## config.mk

```make
export PLATFORM = sky130hd
export DESIGN_NAME = grp_mem_arbiter
export DESIGN_NICKNAME = d
export VERILOG_FILES = /design/src/rtl/grp_mem_arbiter.sv
export SDC_FILE = /design/constraint.sdc
export NUM_CORES = 1
export LEC_CHECK = 0
export ABC_AREA = 1
export CAP_MARGIN = 30
export CELL_PAD_IN_SITES_DETAIL_PLACEMENT = 0
export CELL_PAD_IN_SITES_GLOBAL_PLACEMENT = 1
export CORE_UTILIZATION = 32
export DETAILED_ROUTE_END_ITERATION = 7
export PLACE_DENSITY_LB_ADDON = 0.1
export SYNTH_ARGS = -nofsm -noshare
export SYNTH_HDL_FRONTEND = slang
export SYNTH_SLANG_ARGS = --single-unit
```

## constraint.sdc

```tcl
create_clock -name clk -period 2.7 [get_ports clk]
set_clock_uncertainty 0.1 [all_clocks]
set_input_delay 0.405 -clock clk [delete_from_list [all_inputs] [get_ports clk]]
set_output_delay 0.405 -clock clk [all_outputs]
set_load 0.01 [all_outputs]
```

## src/rtl/grp_mem_arbiter.sv

```systemverilog
// rtl/grp_mem_arbiter.sv - round-robin arbiter sharing the group-RAM write port among MCM packers
// One grant per LCB free window (busy falling edge), with watchdog release and conflict flag.
module grp_mem_arbiter #(
  parameter int N_REQ = 4,
  parameter int DW    = 12,
  parameter int AW    = 10,
  parameter int TMO   = 4095
) (
  input  logic                clk,
  input  logic                reset,
  input  logic [N_REQ-1:0]    iReq,
  input  logic [N_REQ*DW-1:0] iData,
  input  logic [N_REQ*AW-1:0] iAddr,
  input  logic [N_REQ-1:0]    iWren,
  input  logic                iLcbBusy,
  output logic [N_REQ-1:0]    oGnt,
  output logic [DW-1:0]       oData,
  output logic [AW-1:0]       oAddr,
  output logic                oWren,
  output logic                oBusy,
  output logic                oTimeout,
  output logic                oConflict
);

  localparam int PW = (N_REQ > 1) ? $clog2(N_REQ) : 1;

  typedef enum logic {IDLE, OWN} state_t;

  state_t          state;
  logic [PW-1:0]   ptr;
  logic [PW-1:0]   sel;
  logic [2:0]      busy_sync;
  logic            mem_free;
  logic [11:0]     wd;

  logic            busy_fall;
  logic            busy_rise;
  logic [PW-1:0]   pick;
  logic            pick_ok;
  logic [PW-1:0]   idx;

  assign busy_fall = busy_sync[2] & ~busy_sync[1];
  assign busy_rise = ~busy_sync[2] & busy_sync[1];

  // Round-robin scan starting just after the last released channel.
  always_comb begin
    pick    = '0;
    pick_ok = 1'b0;
    idx     = '0;
    for (int i = 1; i <= N_REQ; i++) begin
      idx = PW'((int'(ptr) + i) % N_REQ);
      if (!pick_ok && iReq[idx]) begin
        pick_ok = 1'b1;
        pick    = idx;
      end
    end
  end

  always_ff @(posedge clk or negedge reset) begin
    if (!reset) begin
      state     <= IDLE;
      ptr       <= PW'(N_REQ - 1);
      sel       <= '0;
      busy_sync <= '0;
      mem_free  <= 1'b0;
      wd        <= '0;
      oGnt      <= '0;
      oData     <= '0;
      oAddr     <= '0;
      oWren     <= 1'b0;
      oBusy     <= 1'b0;
      oTimeout  <= 1'b0;
      oConflict <= 1'b0;
    end else begin
      busy_sync <= {busy_sync[1:0], iLcbBusy};
      oTimeout  <= 1'b0;

      if (busy_fall) begin
        mem_free <= 1'b1;
      end else if (busy_rise) begin
        mem_free <= 1'b0;
      end

      case (state)
        IDLE: begin
          if (mem_free && pick_ok) begin
            sel   <= pick;
            oGnt  <= N_REQ'(1) << pick;
            oBusy <= 1'b1;
            wd    <= '0;
            state <= OWN;
            // The window is consumed by this grant; a fall arriving now opens the next one.
            if (!busy_fall) begin
              mem_free <= 1'b0;
            end
          end
        end
        OWN: begin
          if (busy_rise) begin
            oConflict <= 1'b1;
          end
          if (!iReq[sel] || wd == 12'(TMO)) begin
            oGnt     <= '0;
            oWren    <= 1'b0;
            oBusy    <= 1'b0;
            ptr      <= sel;
            state    <= IDLE;
            oTimeout <= iReq[sel];
          end else begin
            oData <= iData[sel*DW +: DW];
            oAddr <= iAddr[sel*AW +: AW];
            oWren <= iWren[sel];
            wd    <= wd + 12'd1;
          end
        end
        default: state <= IDLE;
      endcase
    end
  end

endmodule
```

==> summary.txt, run 1 <==
Routing
  – Vias: 3165
  – Post-route ant nets: 0
  – Vias per cell: 4.61
  – Pre-antenna DRT Iters: 4
  – Drt initial violations: 75
  – Final WL: 8870 um
  – Residual DRC: 0
  – DR WL/cell: 12.9 um

Critical path
  – Critical path type: register to register
  – Worst EP required: 2740 ps
  – Critical path arrival: 2080 ps
  – Critical path peak fanout: 13
  – CP Launch Point: ptr[0]
  – Critical R2R Launch: ptr[0]
  – Setup crit start kind: register
  – Worst setup EP type: register
  – R2R depth: 11

STA
  – RSZ-0062 raised after global routing: false
  – Setup Viol. Count Final: 0
  – Max-slew violations: 0
  – Setup_tns: 0 ps
  – Final min period: 2040 ps
  – Crit share post-route: 75.6%
  – Worst Max-Slew Pin Slew: 867 ps
  – Slew Limit Headroom: 42.2%
  – Endpoints failing hold: 0
  – Top achievable clock speed: 490 MHz

Cells and area
  – Share of layout cells above drive strength 1: 6.99%
  – Multi-input logic area: 1620 sq um
  – Non-Filler Instances: 687
  – Fin area: 4580 sq um
  – Fillers: 944
  – Synthesis-to-finish area growth: 46.2%
  – Post-layout util: 48.9%
  – # diodes: 0
  – Nets@finish: 657
  – FF/Latch Area: 1280 sq um

CTS
  – TritonCTS clock tree: done
  – Hold buffer count at cts: 0
  – Cts bufs inserted: 5
  – Post_cts resized: 0
  – H-tree depth: 2
  – Setup Buffers After CTS: 0
  – Clock Path Buffers: 2
  – Clk root buf: clkbuf_8
  – Worst-Skew Late Latency: 300 ps
  – Clock transition at path regs: 90 ps
  – Clock Sinks: 51

Floorplanning
  – Cell row count: 35
  – Die W: 101 um
  – Die footprint: 10200 sq um
  – Initial Util: 33.4%
  – Die H: 101 um
  – Core ar.: 9370 sq um
  – I/O pin count: 129

Placed design
  – HPWL after DPL: 6760 um
  – Buffers added on ports: 128
  – RePlAce Congestion: 0.814
  – Post-Place Cell Area: 4500 sq um
  – DP Cell Count: 679

Pwr
  – PwrDens: 922 nW/um^2
  – Int Pwr: 2290 uW
  – Sw Ratio: 45.6%
  – Gate power share: 59.8%
  – Pleak: 0.00192 uW
  – Final Power: 4220 uW
  – Worst VDD drop: 311 uV
  – Clock Power Share: 10.1%
  – Net load switching power: 1930 uW
  – Seq pwr share: 30.1%

Yosys
  – Most numerous cell in the Yosys netlist: nor2_1
  – Synthesized flop and latch total: 51
  – Synth Warn #: 0
  – Synth top cells by count: nor2_1, nand2_1, o21ai_0
  – Post-Syn Instances: 439
  – Share of the synthesized area in the top cell type: 39.2%
  – Post-synth EDFFs: 0
  – Largest cells by area after synthesis: dfrtp_1, nor2_1, o21ai_0
  – Avg Cell Area, Syn: 7.13 sq um
  – FFs w/ async S/R, synth: 100%
  – Unique masters post-synth: 34
  – Area leader, netlist: dfrtp_1
  – Top_reg_cell synth: dfrtp_1
  – Syn_nets: 539
  – Sequential fraction of the synthesis area: 40.8%
  – Netlist Area Pre-Place: 3130 sq um

Global routing
  – Largest net degree at the start of global routing: 48
  – First-pass GRT wire length: 14500 um
  – Vias in the first global route: 3022
  – GRT Overall Usage: 18.0%
  – GR Overflow Total: 0
  – Initial antenna violation count: 0

Run status
  – Status: complete, no violations

Run
  – Maxcap violations: 0

Hold path
  – Tightest Hold Check Type: input port to async pin
## state kept, by name, indices dropped and copies added, names as in the netlist, 2 cells and up
signal and cells:
sel 2, wd 12, ptr 2, oData 12, oGnt 4, busy_sync 3, oAddr 10
## logic make-up after synthesis
logic type / share of synthesized area (%)
AND/OR/NAND/NOR: 33.5
buffers and inverters: 7.31
flip-flops: 40.8
adder cells (fa/ha/maj): 0.400
XOR/XNOR: 1.96
AO/OA/AOI/OAI: 16.0
## cells in the final DEF, fill, tap and decap left out, drive strengths merged
cell type      netlist  layout
o21ai               60      60
dfstp                2       2
clkdlybuf4s50        0     127
xor2                 7       7
nor4                 1       1
o21bai               1       1
a21oi                3       3
nand4                4       4
inv                 24      24
a31oi               22      22
a22o                 1       1
o22ai                1       1
ha                   1       1
buf                 14       8
nor3b                2       2
nand3               25      25
clkbuf              10       7
nor2               134     134
clkinv               0       1
dfrtp               49      49
nor3                 4       4
nand2               73      73
o21a                 1       1
## area by class of cell
type / count / area share, %
Clock buffer: 7 / 1.67
Clock inverter: 1 / 0.109
Inverter: 24 / 2.02
Multi-Input combinational cell: 340 / 35.4
Sequential cell: 51 / 27.9
Tap cell: 129 / 3.53
Timing Repair Buffer: 135 / 29.3
## per-stage QoR
step | worst slack [ps] | hold WS (ps)
after floorplan | 959 | 9.41
after global placement | 424 | 244
after detailed placement | 357 | 238
after CTS | 631 | 117
after global routing | 415 | 152
final | 659 | 94.1
## worst paths after layout
kind | slack [ps] | endpoint
max | 660 | sel[1]
min | 90 | busy_sync[1]
max reg2reg | 660 | sel[1]
min reg2reg | 260 | busy_sync[1]
max in group asynchronous | 1740 | oAddr[4]
min in group clk | 260 | busy_sync[1]
## critical path, stage by stage (launching register included)
cell and delay, ps:
dfstp_2 670, inv_4 90, nand2_1 70, nand2_1 80
nand2_1 110, nand2_2 80, nor2_4 120, nand3_4 100
nand2_4 160, inv_1 130, nand2_1 90, o21ai_0 90
## power by group through the flow
stage | sequential, uW | clock (uW) | combinational, uW
4_1_cts | 1270 | 449 | 2560
2_1_floorplan | 1290 | 0 | 1650
6_report | 1270 | 428 | 2520
5_1_grt | 1310 | 478 | 2890
3_5_place_dp | 1280 | 0 | 2560
3_3_place_gp | 1280 | 0 | 2540
## layer usage
layer	GRT usage [%]	share of wire [%]	up-vias
li1	-	-	1665
met1	23.3	45	1409
met2	29.9	47	86
met3	5.41	7.2	5
met4	3.68	0.61	0
met5	0	0	-
Note: power is estimated with default switching activity, not from simulation.
==> inputs of run 2 (changes only) <==
- CORE_UTILIZATION: 32 -> 30
- clock period: 2.7 -> 2 ns (I/O delays scaled with it)
==> run 2 against run 1 <==
First-iteration DRC count increased by 28%. Clock power increased by 37%. Critical path depth unchanged. Power increased by 39%. Hold slack improved by 150 ps. Critical path type unchanged.
==> summary.txt, run 2 (synthesis results as in run 1) <==
Floorplanning
  – Cell row count: 36 (+2.9%)
  – Die H: 104 um (+3.2%)
  – Die footprint: 10800 sq um (+6.5%)
  – Die W: 104 um (+3.2%)
  – Initial Util: 31.4% (-2.0 points)
  – I/O pin count: 129 (unchanged)
  – Core ar.: 9950 sq um (+6.2%)

Placed design
  – Buffers added on ports: 128 (unchanged)
  – HPWL after DPL: 6790 um (+0.43%)
  – RePlAce Congestion: 0.787 (-3.2%)
  – DP Cell Count: 690 (+1.6%)

STA
  – Worst Max-Slew Pin Slew: 492 ps (-374 ps)
  – Setup_tns: 0 ps (unchanged)
  – Endpoints failing hold: 0 (unchanged)
  – Final min period: 1850 ps (-192 ps)
  – Max-slew violations: 0 (unchanged)
  – RSZ-0062 raised after global routing: true
  – Slew Limit Headroom: 66.9% (+25 points)
  – Hold WS: 243 ps (+149 ps)
  – Crit share post-route: 92.4% (+17 points)
  – Setup Viol. Count Final: 0 (unchanged)
  – Top achievable clock speed: 541 MHz (+10%)

Global routing
  – GRT Overall Usage: 16.9% (-1.1 points)
  – Largest net degree at the start of global routing: 48 (unchanged)
  – First-pass GRT wire length: 14900 um (+3.0%)
  – Vias in the first global route: 3182 (+5.3%)
  – GR Overflow Total: 0 (unchanged)
  – Initial antenna violation count: 0 (unchanged)

Cells and area
  – Most frequent cells in the layout: nor2_1, clkdlybuf4s50_1, nand2_1, o21ai_0, dfrtp_1
  – # diodes: 0 (unchanged)
  – Most common cell after layout, fill and taps aside: nor2_1
  – Nets@finish: 667 (+1.5%)
  – Post-layout util: 47.1% (-1.8 points)
  – Synthesis-to-finish area growth: 49.7%
  – Share of layout cells above drive strength 1: 8.80% (+1.8 points)
  – Non-Filler Instances: 701 (+2.0%)
  – Top Registers: oData: 12 flops, wd: 12 flops, oAddr: 10 flops

Critical path
  – Bufs and invs on worst path: 3 (+1)
  – Worst path most repeated cell: nand2_1
  – Slowest Stage Delay on Critical Path: 630 ps (-40 ps)
  – Crit path max-delay cell type: dfstp_2
  – Reg2Reg Setup Slack: 150 ps (-510 ps)
  – Critical path type: register to register
  – Critical R2R Launch: ptr[0]
  – Worst EP required: 2080 ps (-660 ps)
  – Worst setup EP type: register
  – Critical R2R Capture: oGnt[2]
  – CP delay by family, top: flip-flops
  – Setup crit start kind: register
  – Critical path peak fanout: 8 (-5)
  – CP cell instances: buf_4, nand2_1, nand2_1, nand2_1, nand2_1, inv_1, nand3_4, nand2_4, buf_4, nand3_1, o21ai_0
  – R2R depth: 11 (unchanged)
  – Critical path arrival: 1930 ps (-150 ps)

CTS
  – Cts bufs inserted: 5 (unchanged)
  – Clock Sinks: 51 (unchanged)
  – Clk root buf: clkbuf_8
  – TritonCTS clock tree: done
  – Clock transition at path regs: 100 ps (about the same)
  – Worst-Skew Late Latency: 300 ps (about the same)
  – Clock Path Buffers: 2 (unchanged)
  – H-tree depth: 2 (unchanged)

Hold path
  – Tightest Hold Check Type: input port to async pin

Routing
  – Vias: 3237 (+2.3%)
  – Residual DRC: 0 (unchanged)
  – Final WL: 9090 um (+2.5%)
  – Vias per cell: 4.62 (+0.23%)
  – Drt initial violations: 96 (+28%)
  – DR WL/cell: 13.0 um (+0.46%)
  – Pre-antenna DRT Iters: 4 (unchanged)
  – Post-route ant nets: 0 (unchanged)

Run status
  – Status: complete, no violations

Pwr
  – PwrDens: 1250 nW/um^2 (+36%)
  – Pleak: 0.00197 uW (+2.7%)
  – Final Power: 5860 uW (+39%)
  – Worst VDD drop: 496 uV (+60%)

Run
  – Maxcap violations: 0 (unchanged)
[run 2: metal layers]
metal  up-vias  global-route usage (%)  share of wire (%)
met5         -                       0                  0
met4         0                    3.67               0.71
met3         5                    5.39                7.7
met2        91                    28.3                 47
met1      1454                    21.2                 45
li1       1687                       -                  -
[run 2: cell type report]
| cell class | instances | area, sq um |
|---|---|---|
| Clock buffer | 7 | 76.3 |
| Clock inverter | 1 | 5.00 |
| Fill cell | 1004 | 5270 |
| Inverter | 24 | 92.6 |
| Multi-Input combinational cell | 340 | 1640 |
| Sequential cell | 51 | 1280 |
| Tap cell | 133 | 166 |
| Timing Repair Buffer | 145 | 1430 |
[run 2: power by group]
group	total [uW]	switching [uW]	internal (uW)
clock	588	342	247
combinational	3590	2030	1560
sequential	1680	276	1410
total	5860	2640	3220
[run 2: stage by stage]
| stage | setup slack, ps | cell area [sq um] |
|---|---|---|
| 2_1_floorplan | 259 | 3130 |
| 3_3_place_gp | -57.4 | 4570 |
| 3_5_place_dp | -72.0 | 4570 |
| 4_1_cts | 65.8 | 4660 |
| 5_1_grt | -16.4 | 4690 |
| 6_report | 151 | 4690 |
[run 2: timing repair]
item                                   4_1_cts  5_1_grt
gates resized for setup                      0        4
buffers inserted                             0        2
endpoints found under the hold margin       49        0
setup endpoints to repair                    0       16
hold buffers                                 1        0
[run 2: worst max-delay path by stage]
stage / start / to / cells past startpoint
2_1_floorplan: ptr[0] / wd[11] / 13
3_3_place_gp: iReq[0] / oAddr[8] / 10
4_1_cts: ptr[0] / wd[1] / 11
6_report: ptr[0] / oGnt[2] / 11
3_5_place_dp: iReq[0] / oAddr[4] / 10
5_1_grt: ptr[0] / wd[1] / 11
==> inputs of run 3 (changes only) <==
- SLEW_MARGIN: not set -> 20
==> results of run 3 <==
No change in the layout: final DEF, timing and power equal those of run 2.
